==> config.mk <==
export PLATFORM = sky130hd
export DESIGN_NAME = ac97_pcm_fifo
export DESIGN_NICKNAME = d
export VERILOG_FILES = /design/src/rtl/ac97_pkg.sv /design/src/rtl/ac97_sync_fifo.sv /design/src/rtl/ac97_pcm_fifo.sv
export SDC_FILE = /design/constraint.sdc
export NUM_CORES = 1
export LEC_CHECK = 0
export CORE_ASPECT_RATIO = 0.8
export CORE_MARGIN = 2
export CORE_UTILIZATION = 55
export CTS_BUF_LIST = sky130_fd_sc_hd__clkbuf_8
export CTS_CLUSTER_DIAMETER = 40
export DETAILED_ROUTE_END_ITERATION = 10
export DONT_BUFFER_PORTS = 1
export GPL_TIMING_DRIVEN = 0
export PLACE_DENSITY = 0.71
export SKIP_CTS_REPAIR_TIMING = 1
export SYNTH_ARGS = -nofsm -noshare
export SYNTH_HDL_FRONTEND = slang
export SYNTH_HIERARCHICAL = 1
export SYNTH_SLANG_ARGS = --single-unit
==> constraint.sdc <==
create_clock -name ac97_bitclk -period 6.2 [get_ports ac97_bitclk]
set_clock_uncertainty 0.1 [all_clocks]
set_input_delay 1.24 -clock ac97_bitclk [delete_from_list [all_inputs] [get_ports ac97_bitclk]]
set_output_delay 1.24 -clock ac97_bitclk [all_outputs]
set_load 0.1 [all_outputs]
==> src/rtl/ac97_pkg.sv <==
// ---------------------------------------------------------------------------
// ac97_pkg
// Shared definitions for the AC97 playback path: slot width, frame length,
// the stereo PCM pair carried through the playback FIFO, and the state
// encoding of the prime/run controller.
// ---------------------------------------------------------------------------
package ac97_pkg;

    localparam int AC97_SLOT_W     = 20;
    localparam int AC97_FRAME_BITS = 256;

    typedef struct packed {
        logic [AC97_SLOT_W-1:0] left;
        logic [AC97_SLOT_W-1:0] right;
    } pcm_pair_t;

    localparam int PCM_PAIR_W = $bits(pcm_pair_t);

    typedef enum logic {
        PRIME = 1'b0,
        RUN   = 1'b1
    } pcm_fifo_state_t;

    // Event counters stick at all-ones rather than wrapping, so a large
    // value is always a lower bound on the true count.
    function automatic logic [15:0] sat_inc16(input logic [15:0] value);
        return (value == 16'hFFFF) ? value : value + 16'd1;
    endfunction

endpackage

==> src/rtl/ac97_sync_fifo.sv <==
// ---------------------------------------------------------------------------
// ac97_sync_fifo
// Single-clock FIFO of stereo PCM pairs. Occupancy is tracked in an explicit
// level register; full/empty come from the level, so the pointers can wrap
// naturally at their own width. Read data is registered: a pop loads the head
// pair into rd_data_o on the same edge, rd_clr_i zeroes it, flush clears
// everything.
//
// Ports
//   clk_i        clock (posedge)
//   rst_i        synchronous active-high reset
//   flush_i      synchronous clear of contents, pointers and read data
//   push_i       write push_data_i (ignored when full, flushing or in reset)
//   push_data_i  pair to write
//   pop_i        load head pair into rd_data_o and advance (ignored when empty)
//   rd_clr_i     zero rd_data_o when no pop happens this cycle
//   rd_data_o    registered read data
//   level_o      occupancy 0..2**DEPTH_LOG2
//   full_o       level_o == 2**DEPTH_LOG2
//   empty_o      level_o == 0
// ---------------------------------------------------------------------------
module ac97_sync_fifo
    import ac97_pkg::*;
#(
    parameter int DEPTH_LOG2 = 4
) (
    input  logic                  clk_i,
    input  logic                  rst_i,
    input  logic                  flush_i,
    input  logic                  push_i,
    input  logic [PCM_PAIR_W-1:0] push_data_i,
    input  logic                  pop_i,
    input  logic                  rd_clr_i,
    output logic [PCM_PAIR_W-1:0] rd_data_o,
    output logic [DEPTH_LOG2:0]   level_o,
    output logic                  full_o,
    output logic                  empty_o
);

    localparam int                DEPTH     = 1 << DEPTH_LOG2;
    localparam logic [DEPTH_LOG2:0] DEPTH_LVL = (DEPTH_LOG2 + 1)'(DEPTH);

    pcm_pair_t               mem_q [DEPTH];
    logic [DEPTH_LOG2-1:0]   wr_ptr_q, wr_ptr_d;
    logic [DEPTH_LOG2-1:0]   rd_ptr_q, rd_ptr_d;
    logic [DEPTH_LOG2:0]     level_q,  level_d;
    pcm_pair_t               rd_data_q, rd_data_d;
    logic                    do_push;
    logic                    do_pop;

    assign full_o  = (level_q == DEPTH_LVL);
    assign empty_o = (level_q == '0);

    // Guard the handshakes here as well so the FIFO never corrupts its own
    // level, whatever the caller does.
    assign do_push = push_i && !full_o  && !flush_i && !rst_i;
    assign do_pop  = pop_i  && !empty_o && !flush_i && !rst_i;

    always_comb begin
        wr_ptr_d  = wr_ptr_q;
        rd_ptr_d  = rd_ptr_q;
        level_d   = level_q;
        rd_data_d = rd_data_q;

        if (flush_i) begin
            wr_ptr_d  = '0;
            rd_ptr_d  = '0;
            level_d   = '0;
            rd_data_d = '0;
        end else begin
            if (do_push) begin
                wr_ptr_d = wr_ptr_q + 1'b1;
            end
            if (do_pop) begin
                rd_ptr_d  = rd_ptr_q + 1'b1;
                rd_data_d = mem_q[rd_ptr_q];
            end else if (rd_clr_i) begin
                rd_data_d = '0;
            end
            unique case ({do_push, do_pop})
                2'b10:   level_d = level_q + 1'b1;
                2'b01:   level_d = level_q - 1'b1;
                default: level_d = level_q;
            endcase
        end
    end

    always_ff @(posedge clk_i) begin
        if (rst_i) begin
            wr_ptr_q  <= '0;
            rd_ptr_q  <= '0;
            level_q   <= '0;
            rd_data_q <= '0;
        end else begin
            wr_ptr_q  <= wr_ptr_d;
            rd_ptr_q  <= rd_ptr_d;
            level_q   <= level_d;
            rd_data_q <= rd_data_d;
        end
    end

    // Storage needs no reset: a location is only ever read after being written.
    always_ff @(posedge clk_i) begin
        if (do_push) begin
            mem_q[wr_ptr_q] <= push_data_i;
        end
    end

    assign rd_data_o = rd_data_q;
    assign level_o   = level_q;

endmodule

==> src/rtl/ac97_pcm_fifo.sv <==
// ---------------------------------------------------------------------------
// ac97_pcm_fifo
// Playback sample buffer in front of the AC-link serializer. Stereo pairs are
// accepted over a valid/ready handshake, buffered, and one pair is presented
// per frame strobe on slot3 (left) / slot4 (right). Playback starts only once
// START_LEVEL pairs are buffered; an empty FIFO at a strobe in RUN emits
// silence, counts an underrun and drops back to priming.
//
// State | meaning
// ------+-----------------------------------------------------------------
// PRIME | filling; strobes emit silence until level >= START_LEVEL, then
//       | that same strobe pops the first pair and enters RUN
// RUN   | one pop per strobe; empty at a strobe is an underrun -> PRIME
//
// Ports
//   ac97_bitclk           clock (posedge)
//   ac97_rst              synchronous active-high reset
//   ac97_strobe           one-cycle frame pulse, one pop opportunity each
//   flush                 clear FIFO and outputs, return to PRIME
//   in_valid/in_ready     producer handshake
//   in_left/in_right      20-bit MSB-aligned two's complement samples
//   ac97_out_slot3(_valid) left sample and tag bit to the link
//   ac97_out_slot4(_valid) right sample and tag bit to the link
//   level                 FIFO occupancy
//   underrun_count        saturating underrun event count
// ---------------------------------------------------------------------------
module ac97_pcm_fifo
    import ac97_pkg::*;
#(
    parameter int DEPTH_LOG2  = 4,
    parameter int START_LEVEL = 8
) (
    input  logic                   ac97_bitclk,
    input  logic                   ac97_rst,
    input  logic                   ac97_strobe,
    input  logic                   flush,
    input  logic                   in_valid,
    output logic                   in_ready,
    input  logic [AC97_SLOT_W-1:0] in_left,
    input  logic [AC97_SLOT_W-1:0] in_right,
    output logic [AC97_SLOT_W-1:0] ac97_out_slot3,
    output logic                   ac97_out_slot3_valid,
    output logic [AC97_SLOT_W-1:0] ac97_out_slot4,
    output logic                   ac97_out_slot4_valid,
    output logic [DEPTH_LOG2:0]    level,
    output logic [15:0]            underrun_count
);

    generate
        if (START_LEVEL < 1 || START_LEVEL > (1 << DEPTH_LOG2)) begin : g_bad_start_level
            $error("ac97_pcm_fifo: START_LEVEL must be in 1..2**DEPTH_LOG2");
        end
    endgenerate

    localparam logic [DEPTH_LOG2:0] START_LVL = (DEPTH_LOG2 + 1)'(START_LEVEL);

    pcm_fifo_state_t          state_q, state_d;
    logic                     valid_q, valid_d;
    logic [15:0]              underrun_count_q, underrun_count_d;

    logic                     fifo_full;
    logic                     fifo_empty;
    logic [DEPTH_LOG2:0]      fifo_level;
    logic [PCM_PAIR_W-1:0]    fifo_rd_data;
    logic                     fifo_push;
    logic                     fifo_pop;
    logic                     fifo_rd_clr;
    pcm_pair_t                push_pair;
    pcm_pair_t                slot_pair;

    // Ready depends on the registered level only, so a pop in the full cycle
    // cannot open the handshake until the following cycle.
    assign in_ready  = !fifo_full && !flush && !ac97_rst;
    assign fifo_push = in_valid && in_ready;

    assign push_pair.left  = in_left;
    assign push_pair.right = in_right;

    ac97_sync_fifo #(
        .DEPTH_LOG2 (DEPTH_LOG2)
    ) u_fifo (
        .clk_i       (ac97_bitclk),
        .rst_i       (ac97_rst),
        .flush_i     (flush),
        .push_i      (fifo_push),
        .push_data_i (push_pair),
        .pop_i       (fifo_pop),
        .rd_clr_i    (fifo_rd_clr),
        .rd_data_o   (fifo_rd_data),
        .level_o     (fifo_level),
        .full_o      (fifo_full),
        .empty_o     (fifo_empty)
    );

    // The FIFO read register doubles as the slot data register: it is loaded
    // by a pop and zeroed on silent strobes, flush and reset, so the slots
    // only change on those edges.
    always_comb begin
        state_d          = state_q;
        valid_d          = valid_q;
        underrun_count_d = underrun_count_q;
        fifo_pop         = 1'b0;
        fifo_rd_clr      = 1'b0;

        if (flush) begin
            state_d = PRIME;
            valid_d = 1'b0;
        end else if (ac97_strobe) begin
            unique case (state_q)
                PRIME: begin
                    if (fifo_level >= START_LVL) begin
                        fifo_pop = 1'b1;
                        valid_d  = 1'b1;
                        state_d  = RUN;
                    end else begin
                        fifo_rd_clr = 1'b1;
                        valid_d     = 1'b0;
                    end
                end
                RUN: begin
                    // Decided on the registered level: a pair pushed on this
                    // same edge still lands in the FIFO for a later frame.
                    if (!fifo_empty) begin
                        fifo_pop = 1'b1;
                        valid_d  = 1'b1;
                    end else begin
                        fifo_rd_clr      = 1'b1;
                        valid_d          = 1'b0;
                        underrun_count_d = sat_inc16(underrun_count_q);
                        state_d          = PRIME;
                    end
                end
                default: begin
                    state_d = PRIME;
                end
            endcase
        end
    end

    always_ff @(posedge ac97_bitclk) begin
        if (ac97_rst) begin
            state_q          <= PRIME;
            valid_q          <= 1'b0;
            underrun_count_q <= '0;
        end else begin
            state_q          <= state_d;
            valid_q          <= valid_d;
            underrun_count_q <= underrun_count_d;
        end
    end

    assign slot_pair            = fifo_rd_data;
    assign ac97_out_slot3       = slot_pair.left;
    assign ac97_out_slot4       = slot_pair.right;
    assign ac97_out_slot3_valid = valid_q;
    assign ac97_out_slot4_valid = valid_q;
    assign level                = fifo_level;
    assign underrun_count       = underrun_count_q;

endmodule
; Word level (Yosys, flattened, before mapping)
; Memory sizes are Yosys's and may differ from the RTL's. A register that Yosys moved wholly into a read port is not among the register bits.
; Index checks and enable logic that the tools add are counted.
[word_totals]
out_inout_bits = 64
mem_count = 1
ram_bits = 640
in_bits = 45
register_bits = 70
[memory_table]
columns = memory, depth, word_bits, rd, rd_clocked_by_memory_dff, wr, line_no
row1 = u_fifo.mem_q, 16, 40, 1, 1, 1, ac97_sync_fifo.sv:43  ; pcm_pair_t mem_q [DEPTH];
[classes]
n_eq_ne = 4
n_reduce_logical = 18
n_lt_le_gt_ge = 1
bitwise = 3
n_addsub = 5
mux = 17
[ops]
columns = op, n
row1 = $mux 40, 2
row2 = $add 16x1->16 const B, 1
row3 = $eq 16x16->1 const B, 1
row4 = $mux 1, 10
row5 = $pmux 5 s2, 1
row6 = $logic_and 1x1->1, 9
row7 = $add 4x1->4 const B, 2
row8 = $mux 4, 2
row9 = $add 5x1->5 const B, 1
row10 = $eq 5x5->1 const B, 1
row11 = $ge 5x4->1 const B, 1
row12 = $logic_not 5->1, 1
row13 = $reduce_and 5->1, 1
row14 = $sub 5x1->5 const B, 1
row15 = $logic_not 1->1, 4
row16 = $pmux 1 s2, 2
row17 = $reduce_bool 2->1, 2
row18 = $not 1->1, 3
row19 = $eq 2x1->1 const B, 1
row20 = $eq 2x2->1 const B, 1
row21 = $reduce_or 2->1, 1

; Longest topological paths before layout
; Gate-level depths: netlist of run 1.
[depth]
word_depth = 10
ltp_mapped = 17
ltp_nobuf = 15

; By module
; The synthesis of run 1 kept the hierarchy.
[modules_own_cells]
columns = module, area_per_inst_um2, cells_each, seq_area_each_um2, n_inst
row1 = ac97_sync_fifo, 26441.6, 1224, 20359.5, 1
row2 = ac97_pcm_fifo, 1013.5, 118, 340.3, 1

; Worst setup path before layout of run 1
; No wires, ideal clock.
[synth_timing]
kind = register to register
from = register u_fifo.level_q[2] (netlist: u_fifo/level_o[2])
to = memory u_fifo/mem_q[3][0] (netlist bit) (enable)
path_stages_with_launch = 10
path_slack_ps = -1730
t_arrival_ps = 7343
synth_period_minus_slack_ps = 7930
path_cell_list = dfxtp_1 -> clkbuf_1 -> nor4_1 -> and2_1 -> nor3_1 -> and2_1 -> inv_1 -> a211oi_1 -> nand2_1 -> nor3_1
[synth_between]
elab_chain_cells = 10
[synth_rtl]
columns = item, line_no
row1 = start: declaration, ac97_sync_fifo.sv:46  ; logic [DEPTH_LOG2:0] level_q, level_d;
row2 = start signal: assignment, ac97_sync_fifo.sv:97  ; level_q <= level_d;
row3 = $eq 5x5->1, ac97_sync_fifo.sv:51  ; assign full_o = (level_q == DEPTH_LVL);
row4 = named net fifo_full, ac97_pcm_fifo.sv:61  ; logic fifo_full;
row5 = $logic_not 1->1, ac97_pcm_fifo.sv:73  ; assign in_ready = !fifo_full && !flush && !ac97_rst;
row6 = $logic_and 1x1->1 (2 in a row), ac97_pcm_fifo.sv:73
row7 = named net in_ready, ac97_pcm_fifo.sv:38  ; output logic in_ready,
row8 = $logic_and 1x1->1, ac97_pcm_fifo.sv:74  ; assign fifo_push = in_valid && in_ready;
row9 = named net fifo_push, ac97_pcm_fifo.sv:65  ; logic fifo_push;
row10 = $logic_and 1x1->1 (3 in a row), ac97_sync_fifo.sv:56  ; assign do_push = push_i && !full_o && !flush_i && !rst_i;
row11 = $mux 1, ac97_sync_fifo.sv:104  ; if (do_push) begin
row12 = $mux 1 (implied by the code), ac97_sync_fifo.sv:105  ; mem_q[wr_ptr_q] <= push_data_i;
row13 = end: declaration, ac97_sync_fifo.sv:43
; The timed path passes the listed nets, and every way through them passes these cells.

; Worst setup path after layout of run 1
[layout_timing]
from = register u_fifo.level_q[2] (netlist: u_fifo/level_o[2])
to = register u_fifo.level_q[4] (netlist: u_fifo/level_o[4])
[layout_between]
elab_chain_cells = 10
word_cells_on_any_way = 25
classes_between = add/sub (2) / order compare (1) / eq/ne (3) / mux (6) / reduce/logical (13)
[layout_rtl]
columns = item, line_no
row1 = $eq 5x5->1 (*), ac97_sync_fifo.sv:51
row2 = named net fifo_full, ac97_pcm_fifo.sv:61
row3 = $logic_not 1->1 (*), ac97_pcm_fifo.sv:73
row4 = $logic_and 1x1->1 (*) (2 in a row), ac97_pcm_fifo.sv:73
row5 = named net in_ready, ac97_pcm_fifo.sv:38
row6 = $logic_and 1x1->1 (*), ac97_pcm_fifo.sv:74
row7 = named net fifo_push, ac97_pcm_fifo.sv:65
row8 = $logic_and 1x1->1 (*) (3 in a row), ac97_sync_fifo.sv:56
row9 = $eq 2x1->1 / $eq 2x2->1 (equally long branches), ac97_sync_fifo.sv:80  ; unique case ({do_push, do_pop})
row10 = $pmux 5 s2 / $reduce_bool 2->1 (equally long branches), --
; Mark *: on every way through the listed nets, which the timed path passes. The rest lies on a longest branch.
; A chain may end at the register's enable or synchronous reset.

==> results.json, run 1 <==
{
  "finalHoldViolCount": 0,
  "grt-ovfl-total": 0,
  "synthXorXnorAreaFrac": 0.002552,
  "critPathLaunchType": "flip-flop",
  "max_cap_violations": 0,
  "final_common_cell": "edfxtp_1",
  "drc": 0,
  "synth_top_family_by_area": "multiplexers",
  "hold_start": "u_fifo/rd_ptr_q[1]$_SDFFE_PP0P_",
  "place_congestion": 0.7703,
  "rsz0062_at_grt": "false",
  "cts_max_path_buffers": 3,
  "io_buffers": 0,
  "timing.rr.start": "u_fifo/level_o[2]$_SDFFE_PP0P_",
  "yosys.area_share.simple": 0.03527,
  "p_per_area_nw_per_um2": 286.3,
  "die-area_um2": 51730,
  "regArea_um2": 20700,
  "final_cell_mix": "edfxtp_1 (640), mux4_2 (160), clkbuf_8 (119)",
  "clk_pin_slew_ns": 0.06,
  "worst_ep_required_time_ns": 6.69,
  "finalSetupViolCount": 0,
  "total_power_mw": 8.955,
  "cp_max_fo": 9,
  "dp_hpwl_mm": 37.35,
  "nFillCells": 3370,
  "grt_pass1_vias": 13873,
  "worstPathCellList": "clkbuf_1 -> nor4_1 -> and2_1 -> nor3_4 -> buf_16 -> buf_1 -> and2_1 -> inv_1 -> a211oi_1 -> inv_1 -> ha_1 -> clkbuf_1 -> xor2_1 -> ha_1 -> a211o_1 -> a21oi_1 -> a211oi_1 -> or3_1 -> a21oi_1",
  "layout_worst_path_cycle_share": 0.8405,
  "reg2reg_depth": 19,
  "coreArea_um2": 49510,
  "period_needed_ns": 5.211,
  "clock_sinks": 714,
  "hold_depth": 2,
  "syn2layout_area_growth_pct": 13.91,
  "finalNetCount": 1535,
  "grt_max_degree": 24,
  "drt-pass1-iter-count": 5,
  "wl_per_cell_um": 26.78,
  "synth_edf_count": 640,
  "via_per_inst": 6.070,
  "cts_root_buffer": "clkbuf_8",
  "cts_tree": "built",
  "numCtsBuffers": 105,
  "status": "finished, final reports clean",
  "power_leakage_nw": 9.951,
  "routed_wl_mm": 60.13,
  "dp_cells": 2048,
  "routed-via-count": 13627,
  "die_w_um": 253.8,
  "tightestPinTransition_ns": 1.233,
  "ys_types": 55,
  "synthAdderAreaFrac": 0.004557,
  "ys.flop_type": "edfxtp_1",
  "synth_compound_area_frac": 0.02329,
  "start_util": 0.5546,
  "synthMuxAreaShare": 0.1672,
  "die_h_um": 203.8,
  "instances_no_fill": 2245,
  "slowest_stage": "dfxtp_1",
  "syn_area_per_cell_um2": 20.46,
  "antenna_found_initial": 0,
  "synth_area_um2": 27460,
  "end_kind": "flip-flop",
  "async_flop_share": 0,
  "drt_iter0_drc": 1387,
  "rows": 73,
  "critPathMaxStageDelay_ns": 0.96,
  "grtUsageTotal": 0.2380,
  "r2r_end": "u_fifo/level_o[4]$_SDFFE_PP0P_",
  "ys_seq_area_frac": 0.7540,
  "ant_nets": 0,
  "ys_ff_latch": 714,
  "hold_class": "reg -> reg",
  "diodes": 0,
  "syn-num-nets": 1397,
  "synth_warnings": 6,
  "drive_gt1_frac": 0.3051,
  "synthCells": 1342,
  "multi_input_area_um2": 6540,
  "pin_count": 109,
  "h-tree-depth": 3,
  "crit_arrival_ns": 5.70,
  "fmax_ghz": 0.1919,
  "drv_slew": 0,
  "ir_worst_vdd_mv": 0.1861,
  "grt_pass1_wl_mm": 88.63,
  "max-slew-margin-rel": 0.1768,
  "critical_path_class": "reg -> reg",
  "rrSetupSlack_ns": 0.99,
  "worst_skew_pair.late_latency_ns": 0.68
}
## flip-flops by register name, indices dropped and copies added (netlist names), named ones only
| register | cells |
|---|---|
| underrun_count | 16 |
| u_fifo/rd_data_o | 40 |
| u_fifo/mem_q | 640 |
| u_fifo/level_o | 5 |
| u_fifo/rd_ptr_q | 4 |
| ac97_out_slot3_valid | 1 |
| u_fifo/wr_ptr_q | 4 |
## synthesized netlist by cell type (2+ instances only)
cell	instances	area share
buf_2	22	0.0040
mux2_2	80	0.033
a21oi_1	22	0.0040
inv_1	4	0.00055
buf_6	5	0.0021
and4_1	3	0.00096
nand4_1	6	0.0014
o31ai_1	5	0.0014
o21ai_0	8	0.0015
or4_1	5	0.0014
mux2_1	5	0.0021
nand2b_1	8	0.0018
mux4_2	160	0.13
nor2_1	34	0.0046
nand3_1	8	0.0015
o22ai_1	2	0.00046
buf_1	6	0.00082
or2_2	2	0.00046
nand2_1	95	0.013
a22oi_2	10	0.0046
clkbuf_1	36	0.0049
and2_1	2	0.00046
dfxtp_1	74	0.054
or3_1	3	0.00068
a22oi_1	31	0.0085
nor3_1	10	0.0018
edfxtp_1	640	0.70
mux2i_1	3	0.0011
xnor2_1	2	0.00064
ha_1	10	0.0046
or3_2	2	0.00055
a211oi_1	3	0.00082
xor2_1	6	0.0019
buf_4	3	0.00082
nor2b_1	7	0.0016
## report_power, final
| part | leakage, nW | total, mW | internal, mW | switching [mW] |
|---|---|---|---|---|
| registers | 6.35 | 5.24 | 5.24 | 0.00151 |
| clock network | 1.24 | 3.68 | 1.93 | 1.74 |
| logic | 2.36 | 0.0375 | 0.0126 | 0.0248 |
## cell type report
class,count,area share
Inverter,4,0.0004801
Multi-Input combinational cell,552,0.2091
Clock inverter,78,0.01436
Timing Repair Buffer,31,0.02372
Sequential cell,714,0.6619
Tap cell,675,0.02700
Buffer,72,0.01108
Clock buffer,119,0.05237
## layer usage
layer / GRT usage / part of all wire / vias to the layer above
met1: 0.3456 / 0.42 / 7174
met4: 0.05273 / 0.012 / 0
li1: - / - / 5792
met5: 0 / 0 / -
met3: 0.07476 / 0.11 / 65
met2: 0.3596 / 0.46 / 596
## stage by stage
step	TNS [ns]	area, um^2	hold slack (ns)	setup WS (ns)	utilization
2_1_floorplan	0	27480	0.3543	0.2577	-
3_3_place_gp	-1294.34	28320	0.3836	-2.334	0.5722
3_5_place_dp	0	29190	0.4158	1.057	0.5896
4_1_cts	0	31280	0.4251	1.029	0.6318
5_1_grt	0	31280	0.4408	0.5963	0.6318
6_report	0	31280	0.4348	0.9891	0.6318
## worst max-delay path, delay by kind of cell, from the launching register on
kind                     cells  cell delay (ns)
flip-flops                   1             0.96
buffers and inverters        6             1.10
adder cells (fa/ha/maj)      2             0.48
AO/OA/AOI/OAI                5             1.19
AND/OR/NAND/NOR              5             1.11
XOR/XNOR                     1             0.19
## cells by family after synthesis
family / after synthesis
mux: 248
flops: 714
simple gates: 198
buf+inv: 76
xor+xnor: 8
fa+ha+maj: 10
compound gates: 88
## how the worst max path moves through the flow
stage | startpoint | endpoint | slack (ns)
2_1_floorplan | u_fifo/level_o[2]$_SDFFE_PP0P_ | u_fifo/mem_q[15][0]$_DFFE_PP_ | 0.26
3_3_place_gp | u_fifo/level_o[2]$_SDFFE_PP0P_ | u_fifo/mem_q[15][0]$_DFFE_PP_ | -2.33
3_5_place_dp | u_fifo/level_o[2]$_SDFFE_PP0P_ | u_fifo/level_o[4]$_SDFFE_PP0P_ | 1.06
4_1_cts | u_fifo/level_o[2]$_SDFFE_PP0P_ | u_fifo/level_o[4]$_SDFFE_PP0P_ | 1.03
5_1_grt | u_fifo/level_o[2]$_SDFFE_PP0P_ | u_fifo/level_o[4]$_SDFFE_PP0P_ | 0.60
6_report | u_fifo/level_o[2]$_SDFFE_PP0P_ | u_fifo/level_o[4]$_SDFFE_PP0P_ | 0.99
Power figures use the tool's default switching activity.
==> run 2, diff against run 1 <==
PLACE_DENSITY = 0.74   (was 0.71)
clock period = 4.4 ns   (was 6.2 ns; I/O delays follow)
==> run 2 against run 1 <==
Against the previous run: total power is 43% higher; first-iteration DRC count is 0.43% higher; count of clock-buffer cells in the layout is 4 higher; setup slack worse by 0.92 ns; routed wire length is 0.92% higher; critical path depth is 2 lower; global-route usage is 0.22 points higher.
==> results.json, run 2 (synthesized netlist as in run 1, its figures left out) <==
{
  "routed_wl_mm": 60.68,
  "ir_worst_vdd_mv": 0.3203,
  "reg2reg_depth": 17,
  "via_per_inst": 6.106,
  "grt_pass1_wl_mm": 89.81,
  "die_h_um": 203.8,
  "final_cell_mix": "edfxtp_1 (640), mux4_2 (160), clkbuf_8 (123)",
  "critPathLaunchType": "flip-flop",
  "end_kind": "flip-flop",
  "startpoint": "u_fifo/level_o[1]$_SDFFE_PP0P_",
  "grt-ovfl-total": 0,
  "clock_sinks": 714,
  "die_w_um": 253.8,
  "numCtsBuffers": 106,
  "power_leakage_nw": 10.10,
  "r2r_end": "u_fifo/level_o[4]$_SDFFE_PP0P_",
  "critical_path_class": "reg -> reg",
  "place_congestion": 0.7566,
  "ant_nets": 0,
  "grtUsageTotal": 0.2402,
  "worst_ep_required_time_ns": 4.90,
  "hold_class": "in -> reg",
  "routed-via-count": 13806,
  "rows": 73,
  "route.met2.wl_mm": 28.68,
  "rrSetupSlack_ns": 0.07,
  "cts_root_buffer": "clkbuf_8",
  "regArea_um2": 20720,
  "start_util": 0.5546,
  "total_power_mw": 12.82,
  "syn2layout_area_growth_pct": 15.18,
  "rsz0062_at_grt": "true",
  "hold_depth": 1,
  "dr_wl_met3_mm": 6.218,
  "max_cap_violations": 0,
  "drc": 0,
  "crit_arrival_ns": 4.83,
  "timing.critical_path.to": "u_fifo/level_o[4]$_SDFFE_PP0P_",
  "multi_input_area_um2": 6573,
  "cp_max_fo": 9,
  "pin_count": 109,
  "top_register": "u_fifo/mem_q",
  "grt_max_degree": 24,
  "drive_gt1_frac": 0.3228,
  "h-tree-depth": 3,
  "grt_pass1_vias": 14203,
  "die-area_um2": 51730,
  "diodes": 0,
  "drt_iter0_drc": 1393,
  "fmax_ghz": 0.2309,
  "met1_length_mm": 24.71,
  "highest-signal-layer": "met4",
  "wl_per_cell_um": 26.84,
  "finalSetupViolCount": 0,
  "status": "finished, final reports clean",
  "io_buffers": 0,
  "layout_worst_path_cycle_share": 0.9844,
  "instances_no_fill": 2261,
  "dp_hpwl_mm": 38.31,
  "cts_max_path_buffers": 3,
  "p_per_area_nw_per_um2": 405.4,
  "final_common_cell": "edfxtp_1",
  "cts_tree": "built",
  "max-slew-margin-rel": 0.2291,
  "finalHoldViolCount": 0,
  "tightestPinTransition_ns": 1.155,
  "period_needed_ns": 4.331,
  "timing.rr.start": "u_fifo/level_o[1]$_SDFFE_PP0P_",
  "worst_skew_pair.late_latency_ns": 0.70,
  "finalNetCount": 1549,
  "antenna_found_initial": 0,
  "largest_reg_flops": 640,
  "clk_pin_slew_ns": 0.07,
  "dp_cells": 2049,
  "coreArea_um2": 49510,
  "drv_slew": 0,
  "drt-pass1-iter-count": 5,
  "nFillCells": 3274
}
run 2: changes by cell type in the layout (fill, tap and decap cells not counted), sizes merged:
cell	change
clkinv	+4
clkbuf	+3
bufinv	+2
buf	+14
inv	-7
run 2: layout make-up:
type,instances,area share
plain buffers,72,0.01132
clock buffers,123,0.05354
clock inverters,77,0.01559
inverters,4,0.0004748
multi-input cells,552,0.2079
flip-flops and latches,714,0.6552
well taps,675,0.02671
repair buffers,44,0.02936
run 2: worst min-delay path by stage:
stage / end / start
after floorplan: u_fifo/rd_data_o[27]$_SDFFE_PP0P_ / flip-flop
after global placement: u_fifo/rd_ptr_q[1]$_SDFFE_PP0P_ / u_fifo/rd_ptr_q[1]$_SDFFE_PP0P_
after detailed placement: u_fifo/rd_ptr_q[1]$_SDFFE_PP0P_ / u_fifo/rd_ptr_q[1]$_SDFFE_PP0P_
after CTS: u_fifo/mem_q[15][7]$_DFFE_PP_ / in_right[7]
after global routing: ac97_out_slot3_valid$_SDFFE_PP0P_ / flush
final: ac97_out_slot3_valid$_SDFFE_PP0P_ / flush
run 2: routing by layer:
layer | up-vias | track usage
met5 | - | 0
met4 | 0 | 0.06429
met3 | 81 | 0.07743
met2 | 665 | 0.3674
met1 | 7234 | 0.3381
li1 | 5826 | -
run 2: power by group:
part | switching (mW) | total, mW | internal [mW]
registers | 0.00224 | 7.38 | 7.38
clock network | 2.47 | 5.38 | 2.91
logic | 0.0352 | 0.0515 | 0.0163
run 2: worst max-delay path: stages (launching register included):
cell and delay, ns:
dfxtp_4 0.54, buf_6 0.17, nor4_2 0.08, and2_4 0.18, nor3_4 0.81, and2_1 0.26
inv_2 0.07, a211oi_4 0.26, inv_2 0.07, ha_1 0.21, clkbuf_4 0.18, xor2_1 0.15
ha_1 0.21, a211o_1 0.29, a21oi_2 0.15, a211oi_2 0.06, or3_1 0.31, a21oi_1 0.14
run 2: stage by stage:
step / worst slack (ns) / TNS [ns] / hold WS, ns / util / area (um^2)
after detailed placement: -0.4681 / -31.57 / 0.4187 / 0.5916 / 29290
after global routing: -0.1292 / -0.1292 / 0.1149 / 0.6388 / 31620
after global placement: -1.552 / -848.02 / 0.3844 / 0.5737 / 28400
after CTS: -0.4957 / -33.35 / 0.1139 / 0.6357 / 31470
final: 0.06854 / 0 / 0.1693 / 0.6388 / 31620
after floorplan: 0.01670 / 0 / 0.3543 / - / 27560
